## src/rtl/debug_unit_if.sv

```systemverilog
// Signal bundle between the debug sequencer (master) and the UART, instruction
// memory, dump source and pipeline control it drives (slave).
interface debug_unit_if #(
  parameter int NBIT_DATA      = 8,
  parameter int INST_WIDTH     = 32,
  parameter int IMEM_ADDR_BITS = 10,
  parameter int DUMP_ADDR_BITS = 6
);
  logic                      rx_done_tick;
  logic [NBIT_DATA-1:0]      rx_data;
  logic                      tx_done_tick;
  logic                      tx_start;
  logic [NBIT_DATA-1:0]      tx_data;
  logic                      imem_we;
  logic [IMEM_ADDR_BITS-1:0] imem_addr;
  logic [INST_WIDTH-1:0]     imem_wdata;
  logic                      cpu_enable;
  logic                      cpu_reset;
  logic                      cpu_halt;
  logic [DUMP_ADDR_BITS-1:0] dump_addr;
  logic [INST_WIDTH-1:0]     dump_data;

  modport master (
    input  rx_done_tick, rx_data, tx_done_tick, cpu_halt, dump_data,
    output tx_start, tx_data, imem_we, imem_addr, imem_wdata,
           cpu_enable, cpu_reset, dump_addr
  );

  modport slave (
    output rx_done_tick, rx_data, tx_done_tick, cpu_halt, dump_data,
    input  tx_start, tx_data, imem_we, imem_addr, imem_wdata,
           cpu_enable, cpu_reset, dump_addr
  );
endinterface

```

## src/rtl/debug_unit.sv

```systemverilog
// Host command sequencer: loads instruction memory from the UART, runs or
// single-steps the pipeline, and streams a block of processor state back.
//
// state        | meaning
// S_IDLE       | waiting for 'L', 'C' or 'S'
// S_LOAD       | assembling bytes into words, writing instruction memory
// S_RUN        | pipeline enabled until cpu_halt
// S_STEP       | pipeline frozen, 'N' steps once, 'Q' leaves
// S_STEP_PULSE | single enabled pipeline cycle
// S_DUMP_READ  | capture dump word k into the shift register
// S_DUMP_SEND  | pulse tx_start for the current byte
// S_DUMP_WAIT  | wait for the transmitter to finish the byte
module debug_unit #(
  parameter int NBIT_DATA      = 8,
  parameter int INST_WIDTH     = 32,
  parameter int IMEM_ADDR_BITS = 10,
  parameter int DUMP_ADDR_BITS = 6,
  parameter int DUMP_WORDS     = 40
) (
  input logic          CLK,
  input logic          RESET,
  debug_unit_if.master dbg
);
  localparam int BYTES_PER_WORD = INST_WIDTH / NBIT_DATA;
  localparam int BCNT_W = (BYTES_PER_WORD > 1) ? $clog2(BYTES_PER_WORD) : 1;
  localparam logic [BCNT_W-1:0] LAST_BYTE = BCNT_W'(BYTES_PER_WORD - 1);
  localparam logic [DUMP_ADDR_BITS-1:0] LAST_WORD = DUMP_ADDR_BITS'(DUMP_WORDS - 1);
  localparam logic [NBIT_DATA-1:0] CMD_LOAD = NBIT_DATA'(8'h4C);
  localparam logic [NBIT_DATA-1:0] CMD_CONT = NBIT_DATA'(8'h43);
  localparam logic [NBIT_DATA-1:0] CMD_STEP = NBIT_DATA'(8'h53);
  localparam logic [NBIT_DATA-1:0] CMD_NEXT = NBIT_DATA'(8'h4E);
  localparam logic [NBIT_DATA-1:0] CMD_QUIT = NBIT_DATA'(8'h51);

  typedef enum logic [2:0] {
    S_IDLE, S_LOAD, S_RUN, S_STEP, S_STEP_PULSE, S_DUMP_READ, S_DUMP_SEND, S_DUMP_WAIT
  } state_t;

  state_t                    state_q, state_d;
  logic                      ret_step_q, ret_step_d;
  logic                      rd_wait_q, rd_wait_d;
  logic [BCNT_W-1:0]         byte_cnt_q, byte_cnt_d;
  logic                      imem_we_q, imem_we_d;
  logic [IMEM_ADDR_BITS-1:0] imem_addr_q, imem_addr_d;
  logic [INST_WIDTH-1:0]     imem_wdata_q, imem_wdata_d;
  logic [INST_WIDTH-1:0]     shift_q, shift_d;
  logic [DUMP_ADDR_BITS-1:0] dump_addr_q, dump_addr_d;
  logic [INST_WIDTH+NBIT_DATA-1:0] shift_in_wide;
  logic [INST_WIDTH-1:0]     shift_in;

  assign shift_in_wide = {shift_q, dbg.rx_data};
  assign shift_in      = shift_in_wide[INST_WIDTH-1:0];

  always_ff @(posedge CLK) begin
    if (RESET) begin
      state_q      <= S_IDLE;
      ret_step_q   <= 1'b0;
      rd_wait_q    <= 1'b0;
      byte_cnt_q   <= '0;
      imem_we_q    <= 1'b0;
      imem_addr_q  <= '0;
      imem_wdata_q <= '0;
      shift_q      <= '0;
      dump_addr_q  <= '0;
    end else begin
      state_q      <= state_d;
      ret_step_q   <= ret_step_d;
      rd_wait_q    <= rd_wait_d;
      byte_cnt_q   <= byte_cnt_d;
      imem_we_q    <= imem_we_d;
      imem_addr_q  <= imem_addr_d;
      imem_wdata_q <= imem_wdata_d;
      shift_q      <= shift_d;
      dump_addr_q  <= dump_addr_d;
    end
  end

  always_comb begin
    state_d      = state_q;
    ret_step_d   = ret_step_q;
    rd_wait_d    = 1'b0;
    byte_cnt_d   = byte_cnt_q;
    imem_we_d    = 1'b0;
    imem_addr_d  = imem_addr_q;
    imem_wdata_d = imem_wdata_q;
    shift_d      = shift_q;
    dump_addr_d  = dump_addr_q;
    case (state_q)
      S_IDLE: begin
        if (dbg.rx_done_tick) begin
          if (dbg.rx_data == CMD_LOAD)      state_d = S_LOAD;
          else if (dbg.rx_data == CMD_CONT) state_d = S_RUN;
          else if (dbg.rx_data == CMD_STEP) state_d = S_STEP;
        end
      end
      S_LOAD: begin
        if (imem_we_q) begin
          if (imem_wdata_q == '1 || imem_addr_q == '1) begin
            imem_addr_d = '0;
            byte_cnt_d  = '0;
            state_d     = S_IDLE;
          end else begin
            imem_addr_d = imem_addr_q + 1'b1;
          end
        end else if (dbg.rx_done_tick) begin
          if (byte_cnt_q == LAST_BYTE) begin
            imem_wdata_d = shift_in;
            imem_we_d    = 1'b1;
            byte_cnt_d   = '0;
            shift_d      = '0;
          end else begin
            shift_d    = shift_in;
            byte_cnt_d = byte_cnt_q + 1'b1;
          end
        end
      end
      S_RUN: begin
        if (dbg.cpu_halt) begin
          ret_step_d = 1'b0;
          state_d    = S_DUMP_READ;
        end
      end
      S_STEP: begin
        if (dbg.rx_done_tick) begin
          if (dbg.rx_data == CMD_NEXT)      state_d = S_STEP_PULSE;
          else if (dbg.rx_data == CMD_QUIT) state_d = S_IDLE;
        end
      end
      S_STEP_PULSE: begin
        ret_step_d = !dbg.cpu_halt;
        state_d    = S_DUMP_READ;
      end
      // After an address change the synchronous source needs one extra cycle.
      S_DUMP_READ: begin
        if (!rd_wait_q) begin
          shift_d = dbg.dump_data;
          state_d = S_DUMP_SEND;
        end
      end
      S_DUMP_SEND: state_d = S_DUMP_WAIT;
      S_DUMP_WAIT: begin
        if (dbg.tx_done_tick) begin
          shift_d = shift_q << NBIT_DATA;
          if (byte_cnt_q == LAST_BYTE) begin
            byte_cnt_d = '0;
            if (dump_addr_q == LAST_WORD) begin
              dump_addr_d = '0;
              state_d     = ret_step_q ? S_STEP : S_IDLE;
            end else begin
              dump_addr_d = dump_addr_q + 1'b1;
              rd_wait_d   = 1'b1;
              state_d     = S_DUMP_READ;
            end
          end else begin
            byte_cnt_d = byte_cnt_q + 1'b1;
            state_d    = S_DUMP_SEND;
          end
        end
      end
      default: state_d = S_IDLE;
    endcase
  end

  assign dbg.tx_start   = (state_q == S_DUMP_SEND);
  assign dbg.tx_data    = shift_q[INST_WIDTH-1 -: NBIT_DATA];
  assign dbg.imem_we    = imem_we_q;
  assign dbg.imem_addr  = imem_addr_q;
  assign dbg.imem_wdata = imem_wdata_q;
  assign dbg.cpu_enable = (state_q == S_RUN && !dbg.cpu_halt) || (state_q == S_STEP_PULSE);
  assign dbg.cpu_reset  = (state_q == S_LOAD);
  assign dbg.dump_addr  = dump_addr_q;
endmodule

```

## src/flat_wrapper.sv

```systemverilog
// flat-port wrapper written by rule: the top's interface ports become plain ports
module debug_unit_flat 
#(
  parameter int NBIT_DATA      = 8,
  parameter int INST_WIDTH     = 32,
  parameter int IMEM_ADDR_BITS = 10,
  parameter int DUMP_ADDR_BITS = 6,
  parameter int DUMP_WORDS     = 40
)
  (CLK, RESET, dbg_rx_done_tick, dbg_rx_data, dbg_tx_done_tick, dbg_cpu_halt, dbg_dump_data, dbg_tx_start, dbg_tx_data, dbg_imem_we, dbg_imem_addr, dbg_imem_wdata, dbg_cpu_enable, dbg_cpu_reset, dbg_dump_addr);
  debug_unit_if #(.NBIT_DATA(NBIT_DATA), .INST_WIDTH(INST_WIDTH), .IMEM_ADDR_BITS(IMEM_ADDR_BITS), .DUMP_ADDR_BITS(DUMP_ADDR_BITS)) dbg_i ();
  input logic CLK;
  input logic RESET;
  input wire logic [$bits(dbg_i.rx_done_tick)-1:0] dbg_rx_done_tick;
  input wire logic [$bits(dbg_i.rx_data)-1:0] dbg_rx_data;
  input wire logic [$bits(dbg_i.tx_done_tick)-1:0] dbg_tx_done_tick;
  input wire logic [$bits(dbg_i.cpu_halt)-1:0] dbg_cpu_halt;
  input wire logic [$bits(dbg_i.dump_data)-1:0] dbg_dump_data;
  output wire logic [$bits(dbg_i.tx_start)-1:0] dbg_tx_start;
  output wire logic [$bits(dbg_i.tx_data)-1:0] dbg_tx_data;
  output wire logic [$bits(dbg_i.imem_we)-1:0] dbg_imem_we;
  output wire logic [$bits(dbg_i.imem_addr)-1:0] dbg_imem_addr;
  output wire logic [$bits(dbg_i.imem_wdata)-1:0] dbg_imem_wdata;
  output wire logic [$bits(dbg_i.cpu_enable)-1:0] dbg_cpu_enable;
  output wire logic [$bits(dbg_i.cpu_reset)-1:0] dbg_cpu_reset;
  output wire logic [$bits(dbg_i.dump_addr)-1:0] dbg_dump_addr;
  assign dbg_i.rx_done_tick = dbg_rx_done_tick;
  assign dbg_i.rx_data = dbg_rx_data;
  assign dbg_i.tx_done_tick = dbg_tx_done_tick;
  assign dbg_i.cpu_halt = dbg_cpu_halt;
  assign dbg_i.dump_data = dbg_dump_data;
  assign dbg_tx_start = dbg_i.tx_start;
  assign dbg_tx_data = dbg_i.tx_data;
  assign dbg_imem_we = dbg_i.imem_we;
  assign dbg_imem_addr = dbg_i.imem_addr;
  assign dbg_imem_wdata = dbg_i.imem_wdata;
  assign dbg_cpu_enable = dbg_i.cpu_enable;
  assign dbg_cpu_reset = dbg_i.cpu_reset;
  assign dbg_dump_addr = dbg_i.dump_addr;
  debug_unit #(.NBIT_DATA(NBIT_DATA), .INST_WIDTH(INST_WIDTH), .IMEM_ADDR_BITS(IMEM_ADDR_BITS), .DUMP_ADDR_BITS(DUMP_ADDR_BITS), .DUMP_WORDS(DUMP_WORDS)) u_core (.CLK(CLK), .RESET(RESET), .dbg(dbg_i));
endmodule
```

## config.mk

```make
export PLATFORM = sky130hd
export DESIGN_NAME = debug_unit_flat
export DESIGN_NICKNAME = d
export VERILOG_FILES = /design/src/rtl/debug_unit_if.sv /design/src/rtl/debug_unit.sv /design/src/flat_wrapper.sv
export SDC_FILE = /design/constraint.sdc
export NUM_CORES = 1
export LEC_CHECK = 0
export BUFFER_PORTS_ARGS = -buffer_cell sky130_fd_sc_hd__clkbuf_2
export CELL_PAD_IN_SITES_DETAIL_PLACEMENT = 1
export CELL_PAD_IN_SITES_GLOBAL_PLACEMENT = 1
export CORE_MARGIN = 4
export CORE_UTILIZATION = 39
export CTS_CLUSTER_DIAMETER = 120
export DETAILED_ROUTE_END_ITERATION = 10
export MAX_ROUTING_LAYER = met4
export PLACE_DENSITY_LB_ADDON = 0.12
export SLEW_MARGIN = 5
export SYNTH_ARGS = -nofsm -noshare
export SYNTH_HDL_FRONTEND = slang
export SYNTH_SLANG_ARGS = --single-unit
```

## constraint.sdc

```tcl
create_clock -name CLK -period 2.5 [get_ports CLK]
set_input_delay 0.125 -clock CLK [delete_from_list [all_inputs] [get_ports CLK]]
set_output_delay 0.125 -clock CLK [all_outputs]
set_load 0.05 [all_outputs]
```

**After elaboration in Yosys (flattened, before gate mapping)**

Cells that the tools add are included.
Widths: inputs -> output; s select.

- Register bits: 88
- Word-level logic and storage cells: 98

- $add $sub $neg: 3
- Equality and inequality tests: 29
- Mux-type cells: 34
- Bitwise logic cells: 6
- Reduce and logical (&&, ||, !) cells: 17

Operators by type and width:

| kind | count |
|---|---|
| $mux 32 | 5 |
| $pmux 32 s3 | 1 |
| $mux 3 | 14 |
| $eq 8x7->1 const B | 5 |
| $eq 32x32->1 const B | 1 |
| $pmux 3 s8 | 1 |
| $ne 2x2->1 const B | 7 |
| $eq 3x3->1 const B | 4 |
| $mux 2 | 6 |
| $add 10x1->10 const B | 1 |
| $eq 10x10->1 const B | 1 |
| $mux 10 | 1 |
| $reduce_and 9->1 | 1 |
| $reduce_and 4->1 | 2 |
| $reduce_or 4->1 | 2 |
| $add 6x1->6 const B | 1 |
| $eq 3x2->1 const B | 2 |
| $eq 6x6->1 const B | 1 |
| $mux 6 | 1 |
| $not 1->1 | 6 |
| $reduce_and 5->1 | 1 |
| $ne 2x1->1 const B | 2 |
| $ne 4x1->1 const B | 1 |
| $pmux 2 s2 | 1 |
| 16 further kinds | 21 |

**Depth between registers and ports, before layout**

Gate-level depths: netlist (run 1).

- Depth after elaboration: 6
- Gate-level depth with buffers: 8

**Worst setup path before layout (run 1)**

OpenSTA, ideal clock, no wires.

- Path type: register to register
- Start point: register u_core.imem_addr_q[1] (netlist: u_core.dbg.imem_addr[1])
- End point: register u_core.byte_cnt_q[0]
- Library setup time: 0.072 ns
- Data arrival time: 2.104 ns
- Required time: 2.428 ns
- Setup slack: 0.324 ns
- Stages on the path, launching flop included: 8
- Buffers on the path: 0
- Period minus slack after synthesis: 2.176 ns
- Cell sequence: dfxtp_1 > ha_1 > nand3_2 > nor2_2 > nand4_2 > and2_4 > a221oi_2 > mux2i_1

- Cells in the longest elaborated chain, start to end: 4

RTL lines:

| item | RTL line | RTL |
|---|---|---|
| start, declared | debug_unit.sv:43 | `logic [IMEM_ADDR_BITS-1:0] imem_addr_q, imem_addr_d;` |
| start signal, assigned | debug_unit.sv:70 | `imem_addr_q <= imem_addr_d;` |
| $eq 10x10->1 | debug_unit.sv:97 | `if (imem_wdata_q == '1 \|\| imem_addr_q == '1) begin` |
| $logic_or 1x1->1 | debug_unit.sv:97 |  |
| $ne 3x3->1 (no line) | n/a |  |
| $reduce_and 4->1 (no line) | n/a |  |
| end signal, assigned | debug_unit.sv:68 | `byte_cnt_q <= byte_cnt_d;` |
| end, declared | debug_unit.sv:41 | `logic [BCNT_W-1:0] byte_cnt_q, byte_cnt_d;` |

No other way between the ends.
A chain may end at the register's enable or synchronous reset.

**Worst setup path after layout (run 1)**

- Start point: register u_core.imem_wdata_q[14] (netlist: u_core.dbg.imem_wdata[14])
- End point: register u_core.byte_cnt_q[1]

- Cells in the longest elaborated chain, start to end: 4

RTL lines:

| item | RTL line | RTL |
|---|---|---|
| start, declared | debug_unit.sv:44 | `logic [INST_WIDTH-1:0] imem_wdata_q, imem_wdata_d;` |
| start signal, assigned | debug_unit.sv:71 | `imem_wdata_q <= imem_wdata_d;` |
| $eq 32x32->1 | debug_unit.sv:97 |  |
| $logic_or 1x1->1 | debug_unit.sv:97 |  |
| $ne 3x3->1 (no line) | n/a |  |
| $reduce_and 4->1 (no line) | n/a |  |

No other way between the ends.

==> summary.txt, run 1 <==
Pwr
  • VDD IR max: approximately 300 µV
  • Leak Pwr: about 1.8 nW
  • Pwr Density: roughly 590 nW/µm²

Synth
  • Seq/Total Area, Yosys: 0.4241
  • Syn. warnings: 0
  • Synth Area per Inst: 8.392 µm²
  • Yosys top cell area share: 0.4241
  • Syn_nets: roughly 540
  • Ys async rst share: 0
  • Top_reg_cell synth: dfxtp_1
  • Synth Cell Area: 4154 µm²
  • Cell variety after synth: between 50 and 60
  • Post-Synthesis Cells: about 500
  • Register bit total from synthesis: between 80 and 90
  • Largest cells by area after synthesis: dfxtp_1 (42%), nand2_1 (8.0%), a22oi_1 (6.1%)
  • Cell taking the most area after synthesis: dfxtp_1
  • Post-synth EDFFs: 0

STA
  • Actual slew at the worst max-slew pin: 0.6848 ns
  • Max Freq: about 440 MHz
  • Fin Setup TNS: 0 ns
  • Tmin final: around 2.3 ns
  • Final Hold Vio Count: 0
  • Worst slew margin: 0.5429
  • RSZ-0062 raised after global routing: no
  • Final Cycle Share: 0.9182
  • Fin. max-slew vios: 0
  • Final setup violation count: 0
  • Worst Skew: about 0.018 ns

Cells and area
  • Most frequent cells in the layout: clkbuf_2 (103), nand2_1 (88), dfxtp_1 (88)
  • Area taken by multi-input logic gates: around 2200 µm²
  • Fillers: between 1000 and 1500
  • Fin area: between 4000 and 5000 µm²
  • Fin nets: around 620
  • Layout area overhead: 18.46%
  • Layout cells sized above 1: 0.2857
  • Register Area: about 1800 µm²
  • Ant diodes: 0
  • Most common cell after layout, fill and taps aside: clkbuf_2

Setup path
  • Crit path arrival time: around 2.6 ns
  • Critical path class: register to register
  • WP data required: approximately 2.8 ns
  • Startpoint Class: register
  • Critical path endpoint category: register
  • CP Max Fanout: 6

Place
  • Routability cong.: between 0.8 and 0.9
  • Post-Place Cell Area: approximately 4700 µm²
  • Hpwl dp: around 9.0 mm
  • Port buffer count: between 100 and 150

Global routing
  • First-pass GRT wire length: 20.82 mm
  • Number of global-route vias before repair: slightly above 4000
  • GR Util All Layers: 0.2075
  • Initial antenna violation count: 0
  • Grt ovf: 0
  • Largest net degree at the start of global routing: 65

Run status
  • Status: finished clean

Clock network
  • TritonCTS buffer count: 9
  • Post-CTS setup buffers: 0
  • Clock transition at path regs: ~0.1 ns
  • Clock sink count: 88
  • H-tree depth: 3
  • Clock buffer depth: 2
  • CTS tree: done
  • Worst-skew pair later-pin latency: 0.36 ns
  • CTS Root Cell: clkbuf_8

Drt
  • Pre-antenna DRT Iters: 4
  • Via count: 3966
  • Via-to-Cell Ratio: 5.531
  • # DRC: 0
  • Routed WL per cell: about 17 µm
  • DRT Wirelength: around 12 mm
  • Remaining antenna violation count: 0
  • DR iter-0 viols: between 100 and 150

Floorplanning
  • Die X: about 110 µm
  • Row count: 37
  • Core ar.: roughly 10000 µm²
  • # IOs: between 100 and 150
  • Initial Utilization: 0.4006
  • Die area: 12370 µm²
  • Die height: approximately 110 µm

Worst hold path
  • Hold Path Class: primary input to register

Job
  • Max-capacitance violation count: 0
[flip-flops by register name (all words and copies together) (netlist names)]
register,count
u_core.byte_cnt_q,2
u_core.dbg.imem_addr,10
u_core.dbg.imem_we,1
u_core.rd_wait_q,1
u_core.state_q,3
u_core.shift_q,32
u_core.dbg.imem_wdata,32
u_core.ret_step_q,1
u_core.dbg.dump_addr,6
[cell families after synthesis]
| logic type | count (synthesis) | share of synthesized area |
|---|---|---|
| AOI/OAI and AO/OA | 143 | 0.2536 |
| xor gates and xnor gates | 5 | 0.01054 |
| adders and majority gates | 3 | 0.009037 |
| buffers and inverters | 46 | 0.05632 |
| DFF | 88 | 0.4241 |
| muxes | 5 | 0.01235 |
| and+or+nand+nor | 205 | 0.2340 |
[stage by stage]
stage | hold slack, ns | worst slack (ns) | cells | utilization | total power, W
after floorplan | 0.2610 | 0.3244 | 495 | - | 0.001787
after global placement | 0.3807 | 0.4505 | 700 | 0.4529 | 0.001883
after detailed placement | 0.3924 | 0.3633 | 700 | 0.4529 | 0.001895
after CTS | 0.008744 | 0.3241 | 717 | 0.4745 | 0.002957
after global routing | 0.03023 | 0.1224 | 717 | 0.4745 | 0.003067
final | 0.03252 | 0.2045 | 717 | 0.4745 | 0.002923
[worst paths after layout]
check | start | to | slack (ns) | cells after the start
worst max-delay path | u_core.dbg.imem_wdata[14]$_SDFFE_PP0P_ | u_core.byte_cnt_q[1]$_SDFFE_PP0P_ | 0.20 | 6
worst min-delay path | dbg_rx_data[0] | u_core.dbg.imem_wdata[0]$_SDFFE_PP0P_ | 0.03 | 3
worst max register to register | u_core.dbg.imem_wdata[14]$_SDFFE_PP0P_ | u_core.byte_cnt_q[1]$_SDFFE_PP0P_ | 0.20 | 6
worst min register to register | u_core.dbg.imem_wdata[24]$_SDFFE_PP0P_ | u_core.dbg.imem_wdata[24]$_SDFFE_PP0P_ | 0.48 | 2
[power breakdown]
group          total [W]  internal, W  leakage [nW]  switching (W)
Clock            0.00106     0.000506         0.109       0.000555
Combinational   0.000363     0.000136          1.00       0.000227
Sequential       0.00150      0.00144         0.709      0.0000552
[cell type report]
cell class / count / share of cell area
repair buffers: 112 / 0.1215
flip-flops and latches: 88 / 0.3580
clock inverters: 6 / 0.01551
inverters: 4 / 0.003051
clock buffers: 10 / 0.02797
well taps: 136 / 0.03458
multi-input cells: 361 / 0.4394
[layer usage]
| metal | up-vias | part of all wire | track usage |
|---|---|---|---|
| li1 | 1932 | - | - |
| met1 | 1915 | 0.49 | 0.2856 |
| met2 | 100 | 0.45 | 0.3160 |
| met3 | 19 | 0.040 | 0.02838 |
| met4 | 0 | 0.020 | 0.06650 |
| met5 | - | 0 | - |
[what timing repair did]
item	CTS	global route
hold buffers	1	0
hold endpoints to repair	1	0
gates resized for setup	0	0
[Yosys cell counts (5+ instances only)]
master	number
nor2_1	50
buf_4	9
and3_1	6
nand4_1	11
o21ai_0	9
nand3_1	14
dfxtp_1	88
nand2b_1	5
nand2_1	88
a22oi_1	34
a21oi_1	47
a211oi_2	20
clkbuf_1	20
a211oi_1	12
buf_2	10
[critical path, cell delays in order, from the launching register on]
cell and delay (ns):
dfxtp_1 0.38, nand4_1 0.13, nor4_1 0.63, nand2_1 0.27, and2_4 0.24, a221oi_2 0.33, mux2i_1 0.24
Note: power is estimated with default switching activity, not from simulation.
==> inputs of run 2 (changes only) <==
--- a/config.mk
+++ b/config.mk
@@ -8,12 +8,12 @@
 export BUFFER_PORTS_ARGS = -buffer_cell sky130_fd_sc_hd__clkbuf_2
 export CELL_PAD_IN_SITES_DETAIL_PLACEMENT = 1
 export CELL_PAD_IN_SITES_GLOBAL_PLACEMENT = 1
-export CORE_MARGIN = 4
+export CORE_MARGIN = 3
 export CORE_UTILIZATION = 39
 export CTS_CLUSTER_DIAMETER = 120
 export DETAILED_ROUTE_END_ITERATION = 10
 export MAX_ROUTING_LAYER = met4
-export PLACE_DENSITY_LB_ADDON = 0.12
+export PLACE_DENSITY = 0.78
 export SLEW_MARGIN = 5
 export SYNTH_ARGS = -nofsm -noshare
 export SYNTH_HDL_FRONTEND = slang
==> run 2 against run 1 <==
Against the previous run: sequential power barely moved; combinational power fell by 2%; cell count did not move; clock-buffer cell count rose by 2; first-iteration DRC count rose by 29%; non-clock buffer count did not move; final area fell by 0.18%; sequential cell count did not move; clock power fell by 5%.
==> summary.txt, run 2 (synthesis gave the netlist of run 1 again) <==
Global routing
  • Largest net degree at the start of global routing: 65
  • Grt ovf: 0
  • Number of global-route vias before repair: 3954
  • GR Util All Layers: 0.2154
  • Initial antenna violation count: 0
  • First-pass GRT wire length: approximately 20 mm

Cells and area
  • Register Area: about 1800 µm²
  • Layout area overhead: 18.25%
  • Fillers: between 1000 and 1500
  • Fin nets: 624
  • Layout cells sized above 1: 0.2823
  • Area taken by multi-input logic gates: 2170 µm²
  • Most common cell after layout, fill and taps aside: clkbuf_2
  • Ant diodes: 0
  • Most frequent cells in the layout: clkbuf_2 (103), nand2_1 (88), dfxtp_1 (88)
  • Fin util: 0.4758

Drt
  • Remaining antenna violation count: 0
  • Pre-antenna DRT Iters: 4
  • Via count: approximately 4000
  • DR top layer: met4
  • DR iter-0 viols: about 180
  • Met3 wire length: roughly 440 µm
  • DRT Wirelength: approximately 12 mm
  • # DRC: 0
  • Via-to-Cell Ratio: ~5.5
  • Routed WL per cell: roughly 17 µm
  • Routed wl met2: 5.961 mm
  • M1 wire length: between 5 and 6 mm

STA
  • Final setup violation count: 0
  • Worst slew margin: 0.4758
  • RSZ-0062 raised after global routing: no
  • Max Freq: 456.2 MHz
  • Tmin final: between 2 and 2.5 ns
  • Final Cycle Share: 0.8769
  • Final Hold Vio Count: 0
  • Worst Skew: 0.009782 ns
  • Fin Setup TNS: 0 ns
  • Fin. max-slew vios: 0
  • Actual slew at the worst max-slew pin: ~0.79 ns

Pwr
  • VDD IR max: about 240 µV
  • Leak Pwr: approximately 1.8 nW
  • Pwr Density: about 580 nW/µm²

Setup path
  • Slack of the worst reg-to-reg path: slightly above 0.3 ns
  • Max incr delay on CP: slightly above 0.5 ns
  • Critical path endpoint category: register
  • CP top delay family: simple AND/OR/NAND/NOR gates
  • Critical path class: register to register
  • Critical-path top delay cell: nor4_1
  • Crit path arrival time: between 2 and 2.5 ns
  • Startpoint Class: register
  • CP Max Fanout: 6
  • CP bufs+invs: 0
  • CP cell instances: nand4_1 -> nor4_1 -> nand2_1 -> and2_4 -> a221oi_2 -> mux2i_1
  • WP data required: approximately 2.8 ns

Floorplanning
  • Core ar.: between 10000 and 15000 µm²
  • Die X: about 110 µm
  • Row count: 37
  • Initial Utilization: 0.4024
  • Die area: about 12000 µm²
  • Die height: 109.2 µm
  • # IOs: between 100 and 150

Clock network
  • Worst-skew pair later-pin latency: ~0.37 ns
  • Post-CTS setup buffers: 0
  • CTS tree: done
  • Clock sink count: 88
  • Clock buffer depth: 2
  • Clock transition at path regs: around 0.090 ns
  • CTS Root Cell: clkbuf_8
  • H-tree depth: 3
  • TritonCTS buffer count: 9

Place
  • Hpwl dp: just under 9 mm
  • Port buffer count: 104
  • Routability cong.: between 0.8 and 0.9

Run status
  • Status: finished clean

Job
  • Max-capacitance violation count: 0

Worst hold path
  • Hold Path Class: primary input to register
[run 2: changes by cell type in the layout (fill, tap and decap cells not counted)]
cell,before,now
inv_8,1,0
clkinv_2,0,1
clkinv_4,3,1
a21oi_4,0,1
a21oi_2,1,0
clkbuf_1,0,2
[run 2: final timing paths]
path                                           from                                    end  depth (start not counted)
max          u_core.dbg.imem_wdata[12]$_SDFFE_PP0P_      u_core.byte_cnt_q[0]$_SDFFE_PP0P_                          6
min                                  dbg_rx_data[2]  u_core.dbg.imem_wdata[2]$_SDFFE_PP0P_                          3
max reg2reg  u_core.dbg.imem_wdata[12]$_SDFFE_PP0P_      u_core.byte_cnt_q[0]$_SDFFE_PP0P_                          6
min reg2reg   u_core.dbg.imem_wdata[7]$_SDFFE_PP0P_  u_core.dbg.imem_wdata[7]$_SDFFE_PP0P_                          2
[run 2: stage by stage]
stage | area (µm²) | cells | hold slack, ns | total power [W] | setup WS [ns]
2_1_floorplan | 4154 | 495 | 0.2610 | 0.001787 | 0.3244
3_3_place_gp | 4697 | 700 | 0.3905 | 0.001872 | 0.2663
3_5_place_dp | 4697 | 700 | 0.3970 | 0.001884 | 0.1824
4_1_cts | 4905 | 717 | 0.004266 | 0.002897 | 0.1181
5_1_grt | 4912 | 717 | 0.01857 | 0.002996 | 0.1421
6_report | 4912 | 717 | 0.01639 | 0.002867 | 0.3078
[run 2: worst register-to-register path: stages, from the launching register on]
cell	delay, ns
dfxtp_1	0.39
nand4_1	0.15
nor4_1	0.51
nand2_1	0.26
and2_4	0.24
a221oi_2	0.35
mux2i_1	0.22
[run 2: metal layers]
layer,GRT usage,vias up
li1,-,1926
met1,0.2715,1923
met2,0.3539,84
met3,0.03020,18
met4,0.07569,0
met5,-,-
[run 2: cell type report]
type	count	share of cell area
Multi-Input combinational cell	361	0.4417
Sequential cell	88	0.3586
Timing Repair Buffer	112	0.1218
Tap cell	136	0.03464
Clock buffer	12	0.02955
Clock inverter	4	0.01070
Inverter	4	0.003057
[run 2: power breakdown]
group	switching, W	leakage (nW)	internal (W)
Clock	0.000517	0.101	0.000494
Sequential	0.0000557	0.709	0.00144
Combinational	0.000222	1.00	0.000134
[run 2: timing repair]
action	in CTS	in global routing
gates resized for setup	0	1
endpoints found under the setup margin	0	23
hold buffers	1	0
hold endpoints to repair	1	0
